**src/rtl/mem_access_unit.sv**
```systemverilog
// mem_access_unit: MEM-stage data-memory access unit.
// Checks load/store alignment, runs a req/ack transaction on the data bus
// while stalling the pipeline, and returns lane-aligned, extended load data.
// Optional feature macro: BUS_TIMEOUT_EN (bus-ack timeout raising BusErrM).
module mem_access_unit #(
  parameter int TIMEOUT_CYCLES = 16,
  parameter int CNT_W          = 5
) (
  input  logic        clk,
  input  logic        reset_n,
  input  logic [31:0] AddrM,
  input  logic [31:0] WriteDataM,
  input  logic        MemWriteM,
  input  logic        MemReadM,
  input  logic [1:0]  BEControlM,
  input  logic        LoadSignM,
  input  logic        FlushM,
  output logic        bus_req,
  output logic        bus_we,
  output logic [31:0] bus_addr,
  output logic [3:0]  bus_be,
  output logic [31:0] bus_wdata,
  input  logic        bus_ack,
  input  logic [31:0] bus_rdata,
  output logic        StallM,
  output logic [31:0] ReadDataM,
  output logic        AdELM,
  output logic        AdESM,
  output logic        BusErrM
);

  typedef enum logic [1:0] {
    IDLE = 2'd0,
    BUSY = 2'd1,
    DONE = 2'd2
  } state_t;

  state_t      state_r;
  state_t      state_nxt_s;
  logic        aligned_s;
  logic        access_s;
  logic        start_s;
  logic        finish_s;
  logic        timeout_s;
  logic [1:0]  lane_r;
  logic [1:0]  size_r;
  logic        sign_r;

  // Byte-lane enables for the access size and address offset.
  function automatic logic [3:0] lane_be(input logic [1:0] bec, input logic [1:0] off);
    case (bec)
      2'b01:   lane_be = 4'b0001 << off;
      2'b10:   lane_be = 4'b0011 << {off[1], 1'b0};
      default: lane_be = 4'b1111;
    endcase
  endfunction

  // Store data replicated across all lanes so any enabled lane sees it.
  function automatic logic [31:0] lane_wdata(input logic [1:0] bec, input logic [31:0] wd);
    case (bec)
      2'b01:   lane_wdata = {4{wd[7:0]}};
      2'b10:   lane_wdata = {2{wd[15:0]}};
      default: lane_wdata = wd;
    endcase
  endfunction

  // Selects the addressed byte/half of the read word and extends it.
  function automatic logic [31:0] load_extend(input logic [31:0] rd, input logic [1:0] bec,
                                              input logic [1:0] off, input logic sgn);
    logic [7:0]  b;
    logic [15:0] h;
    case (off)
      2'd0:    b = rd[7:0];
      2'd1:    b = rd[15:8];
      2'd2:    b = rd[23:16];
      default: b = rd[31:24];
    endcase
    h = off[1] ? rd[31:16] : rd[15:0];
    case (bec)
      2'b01:   load_extend = {{24{sgn & b[7]}}, b};
      2'b10:   load_extend = {{16{sgn & h[15]}}, h};
      default: load_extend = rd;
    endcase
  endfunction

  // Natural-alignment check for the requested access size.
  always_comb begin
    aligned_s = 1'b1;
    case (BEControlM)
      2'b01:   aligned_s = 1'b1;
      2'b10:   aligned_s = ~AddrM[0];
      default: aligned_s = (AddrM[1:0] == 2'b00);
    endcase
  end

  assign access_s = (MemWriteM | MemReadM) & ~FlushM & aligned_s;
  assign AdELM    = MemReadM  & ~aligned_s & ~FlushM;
  assign AdESM    = MemWriteM & ~aligned_s & ~FlushM;

  // Next-state and stall decode; DONE always returns to IDLE so an access is never re-issued.
  always_comb begin
    state_nxt_s = state_r;
    StallM      = 1'b0;
    start_s     = 1'b0;
    finish_s    = 1'b0;
    case (state_r)
      IDLE: begin
        StallM = access_s;
        if (access_s) begin
          start_s     = 1'b1;
          state_nxt_s = BUSY;
        end else begin
          state_nxt_s = IDLE;
        end
      end
      BUSY: begin
        StallM = 1'b1;
        if (bus_ack | timeout_s) begin
          finish_s    = 1'b1;
          state_nxt_s = DONE;
        end else begin
          state_nxt_s = BUSY;
        end
      end
      DONE:    state_nxt_s = IDLE;
      default: state_nxt_s = IDLE;
    endcase
  end

  // State register; reset abandons any in-flight transaction.
  always_ff @(posedge clk or negedge reset_n) begin
    if (!reset_n) begin
      state_r <= IDLE;
    end else begin
      state_r <= state_nxt_s;
    end
  end

  // Bus request registers, captured lane info and load-data return.
  always_ff @(posedge clk or negedge reset_n) begin
    if (!reset_n) begin
      bus_req   <= 1'b0;
      bus_we    <= 1'b0;
      bus_addr  <= 32'd0;
      bus_be    <= 4'd0;
      bus_wdata <= 32'd0;
      ReadDataM <= 32'd0;
      lane_r    <= 2'd0;
      size_r    <= 2'd0;
      sign_r    <= 1'b0;
    end else if (start_s) begin
      bus_req   <= 1'b1;
      bus_we    <= MemWriteM;
      bus_addr  <= {AddrM[31:2], 2'b00};
      bus_be    <= lane_be(BEControlM, AddrM[1:0]);
      bus_wdata <= lane_wdata(BEControlM, WriteDataM);
      lane_r    <= AddrM[1:0];
      size_r    <= BEControlM;
      sign_r    <= LoadSignM;
    end else if (finish_s) begin
      bus_req   <= 1'b0;
      ReadDataM <= timeout_s ? 32'd0 : load_extend(bus_rdata, size_r, lane_r, sign_r);
    end
  end

`ifdef BUS_TIMEOUT_EN
  logic [CNT_W-1:0] cnt_r;

  assign timeout_s = (state_r == BUSY) & ~bus_ack & (cnt_r == CNT_W'(TIMEOUT_CYCLES - 1));

  // Wait counter: cleared on entry to BUSY, counts BUSY cycles without ack.
  always_ff @(posedge clk or negedge reset_n) begin
    if (!reset_n) begin
      cnt_r <= {CNT_W{1'b0}};
    end else if (start_s) begin
      cnt_r <= {CNT_W{1'b0}};
    end else if ((state_r == BUSY) && !bus_ack) begin
      cnt_r <= cnt_r + CNT_W'(1);
    end
  end

  // Bus error pulse, high only during the DONE cycle that follows a timeout.
  always_ff @(posedge clk or negedge reset_n) begin
    if (!reset_n) begin
      BusErrM <= 1'b0;
    end else begin
      BusErrM <= finish_s & timeout_s;
    end
  end
`else
  assign timeout_s = 1'b0;
  assign BusErrM   = 1'b0;
`endif

endmodule

```
**config.mk**
```make
export PLATFORM = sky130hd
export DESIGN_NAME = mem_access_unit
export DESIGN_NICKNAME = d
export VERILOG_FILES = /design/src/rtl/mem_access_unit.sv
export SDC_FILE = /design/constraint.sdc
export NUM_CORES = 1
export LEC_CHECK = 0
export BUFFER_PORTS_ARGS = -buffer_cell sky130_fd_sc_hd__buf_2
export CAP_MARGIN = 20
export CORE_MARGIN = 2
export CORE_UTILIZATION = 45
export CTS_BUF_LIST = sky130_fd_sc_hd__clkbuf_4
export DETAILED_ROUTE_END_ITERATION = 12
export PLACE_DENSITY = 0.78
export REMOVE_ABC_BUFFERS = 1
export SETUP_SLACK_MARGIN = 0.4
export SLEW_MARGIN = 20
export SYNTH_ARGS = -nofsm -noshare
export SYNTH_HDL_FRONTEND = slang
export SYNTH_SLANG_ARGS = --single-unit
export TNS_END_PERCENT = 5
```
**constraint.sdc**
```tcl
create_clock -name clk -period 4.7 [get_ports clk]
set_clock_uncertainty 0.2 [all_clocks]
set_input_delay 0.235 -clock clk [delete_from_list [all_inputs] [get_ports clk]]
set_output_delay 0.235 -clock clk [all_outputs]
set_load 0.01 [all_outputs]
```
-- Yosys cells after proc, flatten, opt, wreduce, memory -nomap -nowiden
Cells that the tools add are included.
- register bits: 107
- input bits: 105
- output and inout bits: 106
- equal/unequal tests: 7
- shift operators: 2
- multiplexer cells: 18
- bitwise gates (word level): 13
- reduce and logical (&&, ||, !) cells: 5
- operators by type and width (kind ; count):
    case mux 32 bit (2 select lines) ; 2
    case mux 8 bit (3 select lines) ; 1
    two-way mux 16 bit ; 1
    two-way mux 8 bit ; 2
    bitwise AND 1 bit ; 8
    == test 2 x 1 -> 1 bit, second input constant ; 4
    case mux 4 bit (2 select lines) ; 1
    two-way mux 1 bit ; 7
    == test 2 bit, second input constant ; 3
    zero test 2 bit ; 3
    NOT 1 bit ; 4
    case mux 1 bit (2 select lines) ; 2
    case mux 2 bit (2 select lines) ; 1
    << shifter 1 x 2 -> 4 bit, first input constant ; 1
    << shifter 2 x 2 -> 4 bit, first input constant ; 1
    two-way mux 2 bit ; 1
    AND reduction 2 bit ; 1
    nonzero test 2 bit ; 1
    bitwise OR 1 bit ; 1

-- Longest topological paths before layout
- depth after elaboration: 8
- depth in mapped cells: 8
- gate-level depth less buffers: 6

-- Worst setup path before layout
Ideal clock, no wire load.
- path kind: input to register
- start point: input BEControlM[0]
- end point: register bus_wdata[10]
- library setup time: 125 ps
- arrival time: 1581 ps
- setup slack: 2794 ps
- cell stages on the path: 7
- path buffers: 2
- cell sequence: inv_1 -> ha_1 -> buf_2 -> or2_0 -> clkbuf_1 -> a22o_1 -> mux2_2
- word-level cells in the longest chain between the ends: 5
- RTL lines (item ; line ; text):
    start: declaration ; 15 ; input logic [1:0] BEControlM,
    == test 2 bit / == test 2 x 1 -> 1 bit (equally long branches) ; 60, 89 ;
    case mux 1 bit (2 select lines) ; 89 ; case (BEControlM)
    bitwise AND 1 bit ; 96 ; assign access_s = (MemWriteM | MemReadM) & ~FlushM & aligned_s;
    two-way mux 1 bit ; 109 ; if (access_s) begin
    two-way mux 1 bit ; 106 ; case (state_r)
    end signal: assignment ; 156 ; bus_wdata <= lane_wdata(BEControlM, WriteDataM);
    end: declaration ; 22 ; output logic [31:0] bus_wdata,
Parallel ways exist; a longest one is shown, timed or not.
A chain may end at the register's enable or synchronous reset.

-- Worst setup path in the final report
- start point: register size_r[0]
- end point: register ReadDataM[8]
- word-level cells in the longest chain between the ends: 2
- RTL lines (item ; line ; text):
    start: declaration ; 46 ; logic [1:0] size_r;
    start signal: assignment ; 158 ; size_r <= BEControlM;
    == test 2 bit / == test 2 x 1 -> 1 bit (equally long branches) ; 79 ; case (bec)
    case mux 32 bit (2 select lines) * ; 79 ;
    end signal: assignment ; 162 ; ReadDataM <= timeout_s ? 32'd0 : load_extend(bus_rdata, size_r, lane_r, sign_r);
    end: declaration ; 26 ; output logic [31:0] ReadDataM,
Mark *: on every way between the ends. The rest lies on a longest branch, timed or not.

==> metrics <==
outcome complete, no violations; Reg2Reg Setup Slack ~1900 ps; gpl congestion between 0.9 and 1; Num CTS Buffers 9; Die H around 110 um; Critical Setup Path Class reg2reg; Crit path largest cell delay roughly 670 ps; CTS clk-pin slew, worst paths 160 ps; Slew Limit Fails 0; total track usage 0.2566; root buf cell clkbuf_4; IO buf count between 200 and 250; Max transition margin 0.4074; synth top area cells dfrtp_1, mux2_4, mux2_2; largest area contributor in the netlist dfrtp_1; vias in the first global route approximately 5200; CP max-delay cell a211oi_2; Main synth FF type dfrtp_1; commonest non-fill, non-tap cell in the layout buf_2; Tmin final between 2000 and 3000 ps; number of synthesized flops with an enable pin 0; routed len/inst roughly 18 um; clock tree buffer depth 2; kind of start point of the critical path register; fmax 352.0 MHz; placed cell areas around 6600 um2; row count 40; Cell Area, Synth 5502 um2; Worst Hold Margin 90.80 ps; DR top layer met4; worst slew pin tran between 800 and 900 ps; die area 13130 um2; post-synth top area share 0.4867; FFs w/ async S/R, synth 1.000; mean area per synthesized cell approximately 12 um2; sequential share of the synthesized area 0.4867; pre-CTS setup slack roughly 1800 ps; WP data required between 4000 and 5000 ps; Post-Route Utilization 0.6460; setup ws final 1859 ps; DRT antenna net count 0; CTS Sinks around 110; final hold violation count 0; RSZ-0062 raised after global routing false; clock share of power 0.120; Detailed Route WL 16760 um; antenna violations before repair 0; Final nets between 800 and 900; final setup fails 0; crit-path max FO 40; dpl hpwl between 10000 and 15000 um; Critical Path AT slightly below 3000 ps; switching portion of total power 0.3899; total number of vias roughly 5000; Ports 211; synth warn 0; post-cts sizing count 0; DR WL met3 1334 um; pwr dens 503.3 nW/um2; Worst-Skew Late Latency around 480 ps; Power Internal between 2 and 2.5 mW; Area growth syn-to-layout 40.46%; core footprint 11960 um2; layout cells sized above 1 0.4241; most frequent cells in the layout buf_2, dfrtp_1, dlygate4sd3_1, nand2_1, mux2_4; Sequential Power Share 0.412; met2 routed WL a little over 8000 um; pin count of the biggest net entering global routing between 60 and 70; Seq cells post-synth 107; first-pass GRT wire length about 26000 um; hold path startpoint FlushM; Max-Cap Viols 0; first-pass iteration count of the detailed router 5; CP Capture Type register; worst reg2reg endpoint ReadDataM[8]$_DFFE_PN0P_; First DRT Iteration DRCs between 400 and 500; Worst Hold Class in2reg; diode count 0; GRT Residual Overflow 0; most used cell, CP inv_1; htree depth 3; period utilisation layout 0.6044; M1 WL 6729 um; Worst R2R Start size_r[0]$_DFFE_PN0P_; Peak supply drop between 0.3 and 0.4 mV; Starting Density 0.4599; net switching power 1.516 mW; cells after synthesis roughly 480; via/cell ratio ~5.5; Total Power between 3 and 4 mW; setup_tns 0 ps; Leak 3.779 nW; WHS Path Cells 5; Die X roughly 110 um; combinational power share 0.468; hold worst-path end size_r[1]$_DFFE_PN0P_; worst-path cell chain inv_1, ha_1, buf_4, inv_1, nand3_1, a211oi_2, a22oi_1; # DRC 0; Worst R2R Path Depth 7; post-route cell area a little under 8000 um2; Finished Layout Cells 918; CTS tree built; Cell variety after synth 42; placed cells around 800
[flip-flops by register name, indices dropped and copies added, names as in the netlist]
| name | count |
|---|---|
| bus_req | 1 |
| sign_r | 1 |
| bus_we | 1 |
| bus_be | 4 |
| ReadDataM | 32 |
| state_r | 2 |
| lane_r | 2 |
| bus_addr | 30 |
| bus_wdata | 32 |
| size_r | 2 |
[synthesized netlist by cell type (2+ instances only)]
cell type,n
nand2_1,60
nor2_1,17
nor3b_1,2
buf_6,8
mux2i_1,3
inv_1,12
a21oi_1,22
a221oi_2,10
dfrtp_1,107
buf_1,3
a211oi_2,2
mux2_2,34
a22oi_1,16
nand3_1,8
mux2_4,45
o21ai_0,37
clkbuf_1,11
buf_4,6
a221oi_1,6
ha_1,4
and2_1,2
o21bai_1,3
buf_2,11
nand2b_1,5
nor2b_1,4
o22ai_1,6
o21a_1,2
a22o_1,14
nor2_2,2
[critical path: cells and delay by family (launching register included)]
| kind | cells | cell delay (ps) |
|---|---|---|
| compound gates | 2 | 880 |
| buf+inv | 3 | 730 |
| flops | 1 | 380 |
| fa+ha+maj | 1 | 290 |
| simple gates | 1 | 200 |
[cells by family (layout without fill, tap and decap cells)]
| group | after synthesis | in the layout | share of synthesized area |
|---|---|---|---|
| flops | 107 | 107 | 0.4867 |
| other cells | 1 | 3 | 0.0006816 |
| buf+inv | 51 | 345 | 0.05231 |
| simple gates | 107 | 107 | 0.08961 |
| compound gates | 122 | 122 | 0.1597 |
| mux | 83 | 83 | 0.2020 |
| fa+ha+maj | 4 | 4 | 0.009097 |
[routing by layer]
metal / vias to the layer above / GRT usage
li1: 2270 / -
met2: 298 / 0.4422
met4: 0 / 0.1146
met3: 39 / 0.05717
met5: - / 0
met1: 2410 / 0.3067
[how the worst max path moves through the flow]
stage | startpoint | endpoint | cells past startpoint
after global placement | lane_r[1]$_DFFE_PN0P_ | ReadDataM[16]$_DFFE_PN0P_ | 4
after detailed placement | lane_r[1]$_DFFE_PN0P_ | ReadDataM[28]$_DFFE_PN0P_ | 4
after floorplan | BEControlM[0] | bus_wdata[0]$_DFFE_PN0P_ | 6
final | size_r[0]$_DFFE_PN0P_ | ReadDataM[8]$_DFFE_PN0P_ | 7
after global routing | BEControlM[0] | StallM | 9
after CTS | lane_r[1]$_DFFE_PN0P_ | ReadDataM[28]$_DFFE_PN0P_ | 4
[power groups by stage]
stage	registers, mW	logic (mW)	clock network (mW)
2_1_floorplan	1.74	0.871	0
3_3_place_gp	1.58	1.68	0
3_5_place_dp	1.59	1.73	0
4_1_cts	1.59	1.79	0.478
5_1_grt	1.64	1.96	0.512
6_report	1.60	1.82	0.466
[area by class of cell]
type	instances	area [um2]
inverter	12	45.04
timing repair buffer	317	2141
fill	857	4234
clock buffer	10	75.07
tap	147	183.9
multi-input combinational	319	2549
sequential	107	2678
clock inverter	6	56.30
[repair_timing]
item,CTS,global route
setup buffers,0,0
hold buffers,103,0
hold endpoints to repair,170,0
(Power assumes the default switching activity.)
